$ cat config.mk
export PLATFORM = sky130hd
export DESIGN_NAME = pe_switch_sequencer_flat
export DESIGN_NICKNAME = d
export VERILOG_FILES = /design/src/rtl/pe_switch_sequencer_if.sv /design/src/rtl/pe_switch_sequencer.sv /design/src/flat_wrapper.sv
export SDC_FILE = /design/constraint.sdc
export NUM_CORES = 1
export LEC_CHECK = 0
export ABC_AREA = 1
export CAP_MARGIN = 20
export CORE_MARGIN = 1.5
export CORE_UTILIZATION = 40
export CTS_CLUSTER_SIZE = 30
export DETAILED_ROUTE_END_ITERATION = 6
export PLACE_DENSITY = 0.65
export SLEW_MARGIN = 25
export SYNTH_ARGS = -nofsm -noshare
export SYNTH_HDL_FRONTEND = slang
export SYNTH_SLANG_ARGS = --single-unit
export TNS_END_PERCENT = 5
$ cat constraint.sdc
create_clock -name clk -period 4.7 [get_ports clk]
set_clock_uncertainty 0.05 [all_clocks]
set_input_delay 0.47 -clock clk [delete_from_list [all_inputs] [get_ports clk]]
set_output_delay 0.47 -clock clk [all_outputs]
set_load 0.01 [all_outputs]
$ cat src/rtl/pe_switch_sequencer_if.sv
// Configuration/control and crossbar-select bundle between the array loader and one PE
// switch sequencer. Handshake: start/cfg_we are single-cycle strobes sampled on the rising clock edge.
interface pe_switch_sequencer_if #(
  parameter int CTX_AW = 4,
  parameter int HOLD_W = 4,
  parameter int ITER_W = 8
);
  logic                  cfg_we;
  logic [CTX_AW-1:0]     cfg_addr;
  logic [24+HOLD_W-1:0]  cfg_data;
  logic [CTX_AW:0]       cfg_len;
  logic [ITER_W-1:0]     cfg_iter;
  logic                  start;
  logic                  stall;
  logic                  abort;
  logic [23:0]           switch;
  logic [CTX_AW-1:0]     ctx_idx;
  logic                  busy;
  logic                  done;
  logic                  cfg_err;

  modport master (
    output cfg_we, cfg_addr, cfg_data, cfg_len, cfg_iter, start, stall, abort,
    input  switch, ctx_idx, busy, done, cfg_err
  );

  modport slave (
    input  cfg_we, cfg_addr, cfg_data, cfg_len, cfg_iter, start, stall, abort,
    output switch, ctx_idx, busy, done, cfg_err
  );
endinterface

$ cat src/rtl/pe_switch_sequencer.sv
// Context sequencer for one PE crossbar: replays stored switch words, each for hold+1 cycles,
// for a programmed number of passes, then parks the crossbar on the all-ones idle pattern.
module pe_switch_sequencer #(
  parameter int CTX_DEPTH = 16,
  parameter int CTX_AW    = 4,
  parameter int HOLD_W    = 4,
  parameter int ITER_W    = 8
) (
  input  logic                    clk,
  input  logic                    rst,
  pe_switch_sequencer_if.slave    bus,
  output logic [1:0]              state_o
);

  localparam int                WORD_W      = 24 + HOLD_W;
  localparam logic [23:0]       IDLE_SWITCH = 24'hFFFFFF;
  localparam logic [CTX_AW:0]   DEPTH_L     = (CTX_AW+1)'(CTX_DEPTH);

  typedef enum logic [1:0] {
    S_IDLE = 2'd0,
    S_RUN  = 2'd1,
    S_DONE = 2'd2
  } state_e;

  state_e              state_q, state_d;
  logic [WORD_W-1:0]   mem_q [CTX_DEPTH];
  logic [23:0]         switch_q, switch_d;
  logic [CTX_AW-1:0]   idx_q, idx_d;
  logic [HOLD_W-1:0]   hold_q, hold_d;
  logic [ITER_W-1:0]   pass_q, pass_d;
  logic [ITER_W-1:0]   iter_q, iter_d;
  logic [CTX_AW:0]     len_q, len_d;
  logic                err_q, err_d;

  logic                mem_we;
  logic                start_ok;
  logic                last_ctx;
  logic                last_pass;
  logic [CTX_AW-1:0]   idx_inc;
  logic [WORD_W-1:0]   first_word;
  logic [WORD_W-1:0]   next_word;

  assign mem_we    = bus.cfg_we && (state_q == S_IDLE);
  assign start_ok  = (bus.cfg_len != '0) && (bus.cfg_len <= DEPTH_L) && (bus.cfg_iter != '0);
  assign idx_inc   = idx_q + CTX_AW'(1);
  assign last_ctx  = ({1'b0, idx_q} == (len_q - (CTX_AW+1)'(1)));
  assign last_pass = (pass_q == (iter_q - ITER_W'(1)));
  assign next_word = mem_q[idx_inc];

  // A write to entry 0 in the same cycle as start must be seen by the first context.
  assign first_word = (mem_we && (bus.cfg_addr == '0)) ? bus.cfg_data : mem_q[0];

  always_ff @(posedge clk) begin
    if (mem_we) begin
      mem_q[bus.cfg_addr] <= bus.cfg_data;
    end
  end

  always_ff @(posedge clk or posedge rst) begin
    if (rst) begin
      state_q  <= S_IDLE;
      switch_q <= IDLE_SWITCH;
      idx_q    <= '0;
      hold_q   <= '0;
      pass_q   <= '0;
      iter_q   <= '0;
      len_q    <= '0;
      err_q    <= 1'b0;
    end else begin
      state_q  <= state_d;
      switch_q <= switch_d;
      idx_q    <= idx_d;
      hold_q   <= hold_d;
      pass_q   <= pass_d;
      iter_q   <= iter_d;
      len_q    <= len_d;
      err_q    <= err_d;
    end
  end

  always_comb begin
    state_d  = state_q;
    switch_d = switch_q;
    idx_d    = idx_q;
    hold_d   = hold_q;
    pass_d   = pass_q;
    iter_d   = iter_q;
    len_d    = len_q;
    err_d    = 1'b0;

    case (state_q)
      S_IDLE: begin
        if (bus.start) begin
          if (start_ok) begin
            state_d  = S_RUN;
            len_d    = bus.cfg_len;
            iter_d   = bus.cfg_iter;
            switch_d = first_word[23:0];
            hold_d   = first_word[WORD_W-1:24];
            idx_d    = '0;
            pass_d   = '0;
          end else begin
            err_d = 1'b1;
          end
        end
      end

      S_RUN: begin
        err_d = bus.cfg_we;
        // Abort outranks both stall and a completion landing in the same cycle.
        if (bus.abort) begin
          state_d  = S_IDLE;
          switch_d = IDLE_SWITCH;
          idx_d    = '0;
          hold_d   = '0;
          pass_d   = '0;
        end else if (!bus.stall) begin
          if (hold_q != '0) begin
            hold_d = hold_q - HOLD_W'(1);
          end else if (last_ctx) begin
            if (last_pass) begin
              state_d  = S_DONE;
              switch_d = IDLE_SWITCH;
              idx_d    = '0;
              pass_d   = '0;
            end else begin
              pass_d   = pass_q + ITER_W'(1);
              idx_d    = '0;
              switch_d = mem_q[0][23:0];
              hold_d   = mem_q[0][WORD_W-1:24];
            end
          end else begin
            idx_d    = idx_inc;
            switch_d = next_word[23:0];
            hold_d   = next_word[WORD_W-1:24];
          end
        end
      end

      S_DONE: begin
        err_d   = bus.cfg_we;
        state_d = S_IDLE;
      end

      default: begin
        state_d  = S_IDLE;
        switch_d = IDLE_SWITCH;
        idx_d    = '0;
        hold_d   = '0;
        pass_d   = '0;
      end
    endcase
  end

  assign bus.switch  = switch_q;
  assign bus.ctx_idx = idx_q;
  assign bus.busy    = (state_q == S_RUN);
  assign bus.done    = (state_q == S_DONE);
  assign bus.cfg_err = err_q;
  assign state_o     = state_q;

endmodule

$ cat src/flat_wrapper.sv
// flat-port wrapper written by rule: the top's interface ports become plain ports
module pe_switch_sequencer_flat 
#(
  parameter int CTX_DEPTH = 16,
  parameter int CTX_AW    = 4,
  parameter int HOLD_W    = 4,
  parameter int ITER_W    = 8
)
  (clk, rst, state_o, bus_cfg_we, bus_cfg_addr, bus_cfg_data, bus_cfg_len, bus_cfg_iter, bus_start, bus_stall, bus_abort, bus_switch, bus_ctx_idx, bus_busy, bus_done, bus_cfg_err);
  pe_switch_sequencer_if #(.CTX_AW(CTX_AW), .HOLD_W(HOLD_W), .ITER_W(ITER_W)) bus_i ();
  input  logic clk;
  input  logic rst;
  output logic [1:0] state_o;
  input wire logic [$bits(bus_i.cfg_we)-1:0] bus_cfg_we;
  input wire logic [$bits(bus_i.cfg_addr)-1:0] bus_cfg_addr;
  input wire logic [$bits(bus_i.cfg_data)-1:0] bus_cfg_data;
  input wire logic [$bits(bus_i.cfg_len)-1:0] bus_cfg_len;
  input wire logic [$bits(bus_i.cfg_iter)-1:0] bus_cfg_iter;
  input wire logic [$bits(bus_i.start)-1:0] bus_start;
  input wire logic [$bits(bus_i.stall)-1:0] bus_stall;
  input wire logic [$bits(bus_i.abort)-1:0] bus_abort;
  output wire logic [$bits(bus_i.switch)-1:0] bus_switch;
  output wire logic [$bits(bus_i.ctx_idx)-1:0] bus_ctx_idx;
  output wire logic [$bits(bus_i.busy)-1:0] bus_busy;
  output wire logic [$bits(bus_i.done)-1:0] bus_done;
  output wire logic [$bits(bus_i.cfg_err)-1:0] bus_cfg_err;
  assign bus_i.cfg_we = bus_cfg_we;
  assign bus_i.cfg_addr = bus_cfg_addr;
  assign bus_i.cfg_data = bus_cfg_data;
  assign bus_i.cfg_len = bus_cfg_len;
  assign bus_i.cfg_iter = bus_cfg_iter;
  assign bus_i.start = bus_start;
  assign bus_i.stall = bus_stall;
  assign bus_i.abort = bus_abort;
  assign bus_switch = bus_i.switch;
  assign bus_ctx_idx = bus_i.ctx_idx;
  assign bus_busy = bus_i.busy;
  assign bus_done = bus_i.done;
  assign bus_cfg_err = bus_i.cfg_err;
  pe_switch_sequencer #(.CTX_DEPTH(CTX_DEPTH), .CTX_AW(CTX_AW), .HOLD_W(HOLD_W), .ITER_W(ITER_W)) u_core (.clk(clk), .rst(rst), .bus(bus_i), .state_o(state_o));
endmodule
==> metrics, run 1 <==
post-route setup TNS 0 ps; Clock Sinks 504; final period utilization 68.2%; wire length of the first global-routing pass 91600 um; Post-synth ARST share 11.1%; endpoint with the worst hold slack u_core.iter_q[5]; count of pins on the block boundary 84; Max Buffers Root-to-Sink 3; kind of end point of the critical path register; final slew viol count 0; count of non-filler cells in the finished layout 3117; number of warning messages in the yosys log 0; Worst Tran Pin Value 1070 ps; Final Hold Fails 0; 1st-pass router iterations 5; cell count after synthesis 2268; number of gates given a new drive strength after cts 0; run status finished, final reports clean; cell row count 87; worst voltage drop across the vdd grid 0.433 mV; CTS root buf sky130_fd_sc_hd__clkbuf_16; number of filler instances in the final layout 5214; global-route congestion overflow total 0; Final nets 2380; clk slew on worst S/H paths 70 ps; number of buffer cells added on primary ports 83; depth of the most critical reg-to-reg path 11; biggest area consumer among synthesized cells sky130_fd_sc_hd__edfxtp_1; total wire length 59300 um; clock latency of the later-clocked register in the worst-skew pair 620 ps; synthesized cell area 22800 um2; number of antenna violations at the first check in global routing 1; hold buffer count at cts 0; number of endpoints failing setup at the final stage 0; CTS tree done; depth of the worst hold-timing path 3; Arrival @ worst endpoint 3710 ps; Worst Path Required 5200 ps; flip-flop and latch count after synthesis 504; all-layer global routing usage 20.2%; gp weighted congestion 0.832; max-capacitance violation count 0; CP max-delay cell sky130_fd_sc_hd__dfrtp_4; initial core utilization 40.5%; Leakage Power 0.0101 uW; worst hold path startpoint bus_cfg_iter[5]; Total Die Area 58500 um2; clock buffers created by TritonCTS 51; vias in the first global route 15800; critical path buffer and inverter count 2; relative slew slack 29.0%; drt wl/cell 19.0 um; Top Family by Delay on Critical Path buffers and inverters; Placed Instances 3021; core area 56400 um2; number of enable flip-flop cells after synthesis 448; sequential element share of the synthesized area 65.2%; achievable frequency 312 MHz; largest stage delay on the critical path 750 ps; worst min-delay path class in2reg; crit start category register; # H-tree levels 2; top-area cell type share of the netlist area 59.0%; Setup Crit Path Kind reg2reg; area occupied by multi-input gates 6870 um2; critical path, cell by cell ha_4 > inv_2 > buf_4 > nand3_1 > nand3_1 > nand3_1 > nand2_1 > a21oi_1 > nand2_1 > nand2_1 > a21oi_2; HPWL reported at the end of detailed placement 32000 um; post-CTS setup-driven buffer insertion count 0; sequential cell area 14900 um2; fin crit period 3210 ps; fraction of layout instances using a drive strength above 1 10.0%; number of nets with antenna violations after routing 0; via-per-instance ratio 5.16; minimum setup slack among reg-to-reg paths 1490 ps; per-instance average area after synthesis 10.1 um2; area added between synthesis and finish 14.3%; startpoint of the worst register-to-register path u_core.bus.ctx_idx[0]; unrepaired setup endpoints after global routing false; DRC violation count after routing 0; worst reg2reg endpoint u_core.bus.switch[16]; final core area utilization 46.3%; via count 16100; most common flop cell mapped by yosys sky130_fd_sc_hd__edfxtp_1; maximum number of pins on one net before global-route repair 206; Mapped Nets 2329; initial detailed-routing violation count 1361; number of different library cells in the post-synthesis netlist 42; overall die width 242 um; Power Dens Cells 520 nW/um2; synth top area cells sky130_fd_sc_hd__edfxtp_1 59%, sky130_fd_sc_hd__nand2_1 13%, sky130_fd_sc_hd__nand3_1 5.5%, sky130_fd_sc_hd__dfrtp_1 3.5%, sky130_fd_sc_hd__dfstp_2 2.8%; top fanout value on the critical path 41; height of the chip 242 um
-- worst max-delay path by stage --
stage	startpoint	endpoint	slack, ps	depth (start not counted)
after floorplan	u_core.state_o[0]	u_core.mem_q[4][0]	1130	6
after global placement	u_core.bus.ctx_idx[0]	u_core.bus.switch[14]	1590	11
after detailed placement	u_core.bus.ctx_idx[0]	u_core.bus.switch[16]	1530	11
after CTS	u_core.bus.ctx_idx[0]	u_core.bus.switch[16]	1510	11
after global routing	u_core.bus.ctx_idx[0]	u_core.bus.switch[21]	1310	11
final	u_core.bus.ctx_idx[0]	u_core.bus.switch[16]	1490	11
-- final cells by class --
cell class,instances,share of cell area (%)
Inverter,137,2.03
Sequential cell,504,57.1
Timing Repair Buffer,120,4.57
Clock inverter,33,1.33
Antenna cell,1,0.00959
Clock buffer,61,5.04
Multi-Input combinational cell,1505,26.3
Tap cell,756,3.63
-- per-layer routing --
| layer | vias to the layer above | track usage [%] | share of wire, % |
|---|---|---|---|
| li1 | 7661 | - | - |
| met1 | 7756 | 27.5 | 44 |
| met2 | 567 | 33.5 | 47 |
| met3 | 98 | 3.12 | 6.8 |
| met4 | 2 | 5.77 | 2.3 |
| met5 | - | 0 | 0.015 |
-- synthesized netlist by cell type, types with 17 or more instances --
library cell and number:
sky130_fd_sc_hd__a21oi_2 17, sky130_fd_sc_hd__or2_2 26, sky130_fd_sc_hd__o21ai_0 94, sky130_fd_sc_hd__nand3_1 250, sky130_fd_sc_hd__edfxtp_1 448, sky130_fd_sc_hd__dfstp_2 24
sky130_fd_sc_hd__nand2_1 806, sky130_fd_sc_hd__buf_2 49, sky130_fd_sc_hd__dfrtp_1 32, sky130_fd_sc_hd__clkbuf_1 36, sky130_fd_sc_hd__buf_4 18, sky130_fd_sc_hd__inv_1 105
sky130_fd_sc_hd__a21oi_1 68, sky130_fd_sc_hd__nor2_1 157
-- through the flow --
stage	setup slack (ps)	hold WS [ps]	instance area (um2)	power [uW]
floorplan	1130	421	22800	8360
global placement	1590	451	24400	9450
detailed placement	1530	452	24400	9530
CTS	1510	393	26100	13600
global route	1310	441	26100	14300
finish	1490	418	26100	13600
-- sequential cells by signal, indices dropped and copies added, names as in the netlist --
register            count
u_core.bus.cfg_err      1
u_core.bus.ctx_idx      4
u_core.bus.switch      24
u_core.hold_q           4
u_core.iter_q           8
u_core.len_q            5
u_core.mem_q          448
u_core.pass_q           8
u_core.state_o          2
-- cells in the final DEF (no fill, tap or decap), types with 8 or more instances in the layout --
cell type | Yosys | final
sky130_fd_sc_hd__clkbuf_16 | 0 | 51
sky130_fd_sc_hd__clkdlybuf4s50_1 | 0 | 83
sky130_fd_sc_hd__a21oi_2 | 17 | 17
sky130_fd_sc_hd__buf_4 | 18 | 31
sky130_fd_sc_hd__clkbuf_1 | 36 | 10
sky130_fd_sc_hd__clkinv_1 | 16 | 25
sky130_fd_sc_hd__nand2_1 | 806 | 805
sky130_fd_sc_hd__clkinv_2 | 1 | 13
sky130_fd_sc_hd__nor2_1 | 157 | 149
sky130_fd_sc_hd__inv_1 | 105 | 103
sky130_fd_sc_hd__nand3_1 | 250 | 250
sky130_fd_sc_hd__a21oi_1 | 68 | 68
sky130_fd_sc_hd__xor2_1 | 8 | 8
sky130_fd_sc_hd__nor2_4 | 3 | 11
sky130_fd_sc_hd__or2_0 | 16 | 16
sky130_fd_sc_hd__or2_2 | 26 | 26
sky130_fd_sc_hd__nor3_2 | 1 | 8
sky130_fd_sc_hd__ha_1 | 10 | 9
sky130_fd_sc_hd__inv_2 | 15 | 15
sky130_fd_sc_hd__edfxtp_1 | 448 | 448
sky130_fd_sc_hd__dfstp_2 | 24 | 24
sky130_fd_sc_hd__o21ai_0 | 94 | 94
sky130_fd_sc_hd__dfrtp_1 | 32 | 31
-- tightest hold or removal path, stage by stage --
cell                              delay [ps]
sky130_fd_sc_hd__clkdlybuf4s50_1         420
sky130_fd_sc_hd__nand2_1                  70
sky130_fd_sc_hd__o21ai_0                  70
-- power by group --
group | switching [uW] | total, uW | internal, uW
Clock | 1780 | 4120 | 2340
Combinational | 2630 | 4000 | 1370
Sequential | 227 | 5460 | 5230
Total | 4640 | 13600 | 8940
-- kinds of logic (layout without fill, tap and decap cells) --
kind of cell,after synthesis,count (layout),share of synthesized area [%]
AOI/OAI and AO/OA,188,188,4.49
muxes,2,2,0.0987
xor gates and xnor gates,18,18,0.790
and+or+nand+nor,1287,1287,23.5
buffers and inverters,259,351,5.30
other,0,1,0
DFF,504,504,65.2
adders and majority gates,10,10,0.548
No activity file was read; power rests on OpenSTA's default activity.
==> inputs of run 2 (changes only) <==
- clock period: 4.7 -> 3.2 ns (I/O delays scaled with it)
==> run 2 against run 1 <==
Combinational power increased by 51%; hold slack got worse by 320 ps; critical path depth decreased by 7; power increased by 44%; sequential share of layout area decreased by 0.33 points; critical endpoint is now bus_busy; largest cell class unchanged.
==> metrics, run 2 (synthesis results as in run 1) <==
initial core utilization 40.5% (unchanged); achievable frequency 358 MHz; largest stage delay on the critical path 640 ps (was 750 ps); worst voltage drop across the vdd grid 0.524 mV (was 0.433 mV); number of antenna violations at the first check in global routing 4 (was 1); CP max-delay cell sky130_fd_sc_hd__clkdlybuf4s50_1 (was sky130_fd_sc_hd__dfrtp_4); overall die width 242 um (unchanged); sequential cell area 14900 um2 (unchanged); maximum number of pins on one net before global-route repair 193 (was 206); all-layer global routing usage 20.1% (was 20.2%); worst hold-check slack 96.6 ps (was 418 ps); Leakage Power 0.0101 uW (about the same); area occupied by multi-input gates 6870 um2 (about the same); final period utilization 87.4%; leading cell type in the layout, fill and taps excluded sky130_fd_sc_hd__nand2_1 (unchanged); post-CTS setup-driven buffer insertion count 0 (unchanged); relative slew slack 36.0% (was 29.0%); number of gates given a new drive strength after cts 0 (unchanged); Clock Sinks 504 (unchanged); max FFs per register 448 (unchanged); worst min-delay path class in2async (was in2reg); kind of end point of the critical path output port (was register); CTS root buf sky130_fd_sc_hd__clkbuf_16 (unchanged); Setup Crit Path Kind reg2out (was reg2reg); critical path buffer and inverter count 3 (was 2); critical path, cell by cell inv_1 > ha_1 > buf_4 > clkdlybuf4s50_1 (was ha_4 > inv_2 > buf_4 > nand3_1 > nand3_1 > nand3_1 > nand2_1 > a21oi_1 > nand2_1 > nand2_1 > a21oi_2); gp weighted congestion 0.883 (was 0.832); Final nets 2401 (was 2380); clock latency of the later-clocked register in the worst-skew pair 610 ps (was 620 ps); number of endpoints failing setup at the final stage 0 (unchanged); via count 16400 (was 16100); CTS tree done (unchanged); final setup slack of the worst path 405 ps (was 1490 ps); # H-tree levels 2 (unchanged); number of buffer cells added on primary ports 83 (unchanged); core area 56400 um2 (unchanged); Top Family by Delay on Critical Path buffers and inverters (unchanged); register containing the most flip-flops in the final layout u_core.mem_q (unchanged); unrepaired setup endpoints after global routing false (unchanged); Max Buffers Root-to-Sink 3 (unchanged); Arrival @ worst endpoint 2430 ps (was 3710 ps); number of diodes 0 (was 1); vias in the first global route 15700 (was 15800); count of pins on the block boundary 84 (unchanged); 1st-pass router iterations 5 (unchanged); global-route congestion overflow total 0 (unchanged); fin crit period 2800 ps; Worst Path Required 2830 ps (was 5200 ps); number of nets with antenna violations after routing 0 (unchanged); drt wl/cell 18.9 um (was 19.0 um); DRC violation count after routing 0 (unchanged); Power Dens Cells 745 nW/um2 (was 520 nW/um2); via-per-instance ratio 5.24 (was 5.16); initial detailed-routing violation count 1597 (was 1361); area added between synthesis and finish 15.0% (was 14.3%); number of filler instances in the final layout 5191 (was 5214); fraction of layout instances using a drive strength above 1 10.4% (was 10.0%); clk slew on worst S/H paths 60 ps (was 70 ps); run status finished, final reports clean (unchanged); cell row count 87 (unchanged); max-capacitance violation count 0 (unchanged); wire length of the first global-routing pass 91500 um (was 91600 um); hold buffer count at cts 0 (unchanged); final slew viol count 0 (unchanged); total wire length 59400 um (was 59300 um); Worst Tran Pin Value 960 ps (was 1070 ps); Final Hold Fails 0 (unchanged); HPWL reported at the end of detailed placement 32600 um (was 32000 um); commonest non-fill, non-tap cells in the layout 805 x sky130_fd_sc_hd__nand2_1, 448 x sky130_fd_sc_hd__edfxtp_1, 250 x sky130_fd_sc_hd__nand3_1 (unchanged); top fanout value on the critical path 29 (was 41); clock buffers created by TritonCTS 51 (unchanged); crit start category register (unchanged); height of the chip 242 um (unchanged); Worst Setup Slack post-DPL 603 ps (was 1530 ps); Total Die Area 58500 um2 (unchanged)
==> run 2: changes by cell type in the layout (fill, tap and decap cells not counted), moves of 3 or more <==
| cell | before | now |
|---|---|---|
| sky130_fd_sc_hd__buf_12 | 5 | 20 |
| sky130_fd_sc_hd__buf_4 | 31 | 38 |
| sky130_fd_sc_hd__bufinv_16 | 6 | 1 |
| sky130_fd_sc_hd__clkbuf_1 | 10 | 13 |
| sky130_fd_sc_hd__clkinv_1 | 25 | 29 |
==> run 2: routing by layer <==
metal / vias to the layer above / GRT usage (%) / share of wire, %
met5: - / 0 / 0.061
met4: 6 / 7.65 / 3.3
met1: 7927 / 27.5 / 44
met2: 637 / 32.3 / 46
met3: 138 / 3.30 / 7.0
li1: 7712 / - / -
==> run 2: cell type report <==
type	instances	share of cell area, %
multi-input cells	1505	26.2
clock buffers	64	5.05
clock inverters	28	0.668
flip-flops and latches	504	56.7
repair buffers	141	5.78
inverters	137	1.98
well taps	756	3.61
==> run 2: worst paths after layout <==
kind	from	endpoint	slack, ps	cells past startpoint
hold / removal	rst	u_core.pass_q[6]	100	2
setup / recovery	u_core.state_o[1]	bus_busy	400	4
hold reg to reg	u_core.hold_q[1]	u_core.hold_q[1]	490	2
max in group asynchronous	rst	u_core.bus.switch[13]	2220	3
setup reg to reg	u_core.len_q[0]	u_core.pass_q[2]	670	12
min in group clk	bus_cfg_iter[3]	u_core.iter_q[3]	280	3
==> run 2: through the flow <==
stage	util [%]	std cells	setup TNS, ps	area [um2]	power [uW]
6_report	46.5	3135	0	26200	19600
5_1_grt	46.5	3135	0	26200	20600
4_1_cts	46.5	3135	0	26200	19600
3_5_place_dp	43.9	3043	0	24700	14100
3_3_place_gp	43.9	3043	0	24700	14000
2_1_floorplan	-	2268	-40460	22800	12300
==> run 2: report_power, final <==
part	internal [uW]	switching [uW]	total [uW]	leakage [uW]
sequential	7680	314	8000	0.00470
combinational	2130	3920	6050	0.00469
clock	3010	2500	5510	0.000740
==> edit (config.mk and constraints of run 1) <==
`HOLD_W` is set to 4 in 3 places; all go to 6.
--- a/src/rtl/pe_switch_sequencer_if.sv
+++ b/src/rtl/pe_switch_sequencer_if.sv
@@ -2,7 +2,7 @@
 // switch sequencer. Handshake: start/cfg_we are single-cycle strobes sampled on the rising clock edge.
 interface pe_switch_sequencer_if #(
   parameter int CTX_AW = 4,
-  parameter int HOLD_W = 4,
+  parameter int HOLD_W = 6,
   parameter int ITER_W = 8
 );
   logic                  cfg_we;
--- a/src/rtl/pe_switch_sequencer.sv
+++ b/src/rtl/pe_switch_sequencer.sv
@@ -3,7 +3,7 @@
 module pe_switch_sequencer #(
   parameter int CTX_DEPTH = 16,
   parameter int CTX_AW    = 4,
-  parameter int HOLD_W    = 4,
+  parameter int HOLD_W    = 6,
   parameter int ITER_W    = 8
 ) (
   input  logic                    clk,
--- a/src/flat_wrapper.sv
+++ b/src/flat_wrapper.sv
@@ -3,7 +3,7 @@
 #(
   parameter int CTX_DEPTH = 16,
   parameter int CTX_AW    = 4,
-  parameter int HOLD_W    = 4,
+  parameter int HOLD_W    = 6,
   parameter int ITER_W    = 8
 )
   (clk, rst, state_o, bus_cfg_we, bus_cfg_addr, bus_cfg_data, bus_cfg_len, bus_cfg_iter, bus_start, bus_stall, bus_abort, bus_switch, bus_ctx_idx, bus_busy, bus_done, bus_cfg_err);
Interface: changed (resized bus_cfg_data); port bits go from 84 to 86. The function was not compared with the original's and may differ.
==> edit against run 1 <==
The flow now finishes with violations (DRC); global-route usage is 0.63 points higher; worst hold slack worse by 0.16 ns; sequential share of layout area is 0.31 points higher; clock power is 4% higher; sequential cell count is 34 higher; area after synthesis is 5.2% higher; first-iteration DRC count is 26% higher; critical path depth is 5 lower; total power is 1.4% higher; cell count is 4.9% higher; wire length is 6.8% higher; setup slack worse by 0.0058 ns; design area is 6.2% higher; critical endpoint is now u_core.mem_q[12][4].
==> edit: results (changes against run 1) <==
Run status
  – Status: finished, violations left
  – Failing checks: DRC

Layout
  – # diodes: 0 (-1)
  – Plain + repair buffers: 134 (+12%)

Timing
  – Min Hold Slack: 0.256 ns (-0.162 ns)
  – Slew Limit Headroom: 13.8% (-15 points)

Placed design
  – RD Place Congestion: 0.821 (-1.3%)

Setup path
  – R2r setup slk: 1.49 ns (about the same)
  – R2R Path End: u_core.mem_q[12][4]
  – Cell depth of the worst flop-to-flop path: 6 (-5)

Routing
  – Routed WL per cell: 19.4 µm (+1.8%)
  – Met2 WL: 29800 µm (+6.3%)
  – WL met1: 27500 µm (+6.1%)
  – DRC: 10 (+10)
  – Vias per cell: 5.28 (+2.4%)
  – Pre-antenna DRT Iters: 7 (+2)

Power
  – Peak VDD IR: 0.000315 V (-27%)
  – Switching Share: 32.9% (-1.3 points)

GRT
  – Largest net degree at the start of global routing: 250 (+21%)
  – Global-route wire length before repair: 98200 µm (+7.2%)
  – GR Util All Layers: 20.8% (+0.63 points)
  – GR Util met1: 29.4% (+1.9 points)

Synthesis
  – Post-synthesis sequential area ratio: 66.2% (+0.98 points)
  – Commonest cells in the netlist: 669 x nand2_1, 480 x edfxtp_1, 319 x nor2_1, 220 x nand3_1, 154 x o21ai_0
  – Syn nets: 2452 (+5.3%)
  – Netlist cell types: 40 (-4.8%)

Clock network
  – TritonCTS Sinks: 538 (+6.7%)
edit: cell families (layout without fill, tap and decap cells):
kind of cell,after synthesis,in the layout,synth area share [%]
DFF,538,538,66.2
AOI/OAI and AO/OA,292,292,6.48
xor gates and xnor gates,14,14,0.542
muxes,3,3,0.141
and+or+nand+nor,1245,1245,21.2
adders and majority gates,10,10,0.521
buffers and inverters,287,394,4.95
edit: power by group through the flow:
| stage | clock, mW | combinational, mW | sequential (mW) |
|---|---|---|---|
| after floorplan | 0 | 2.49 | 5.83 |
| after CTS | 4.35 | 3.66 | 5.81 |
| after global placement | 0 | 3.56 | 5.90 |
| after detailed placement | 0 | 3.64 | 5.90 |
| final | 4.29 | 3.67 | 5.81 |
| after global routing | 4.53 | 4.11 | 5.83 |
edit: worst max-delay path: cells and delay by family (launching register included):
family | cells | cell delay [ns]
adders and majority gates | 1 | 0.53
buffers and inverters | 3 | 1.03
and+or+nand+nor | 2 | 0.79
DFF | 1 | 0.43
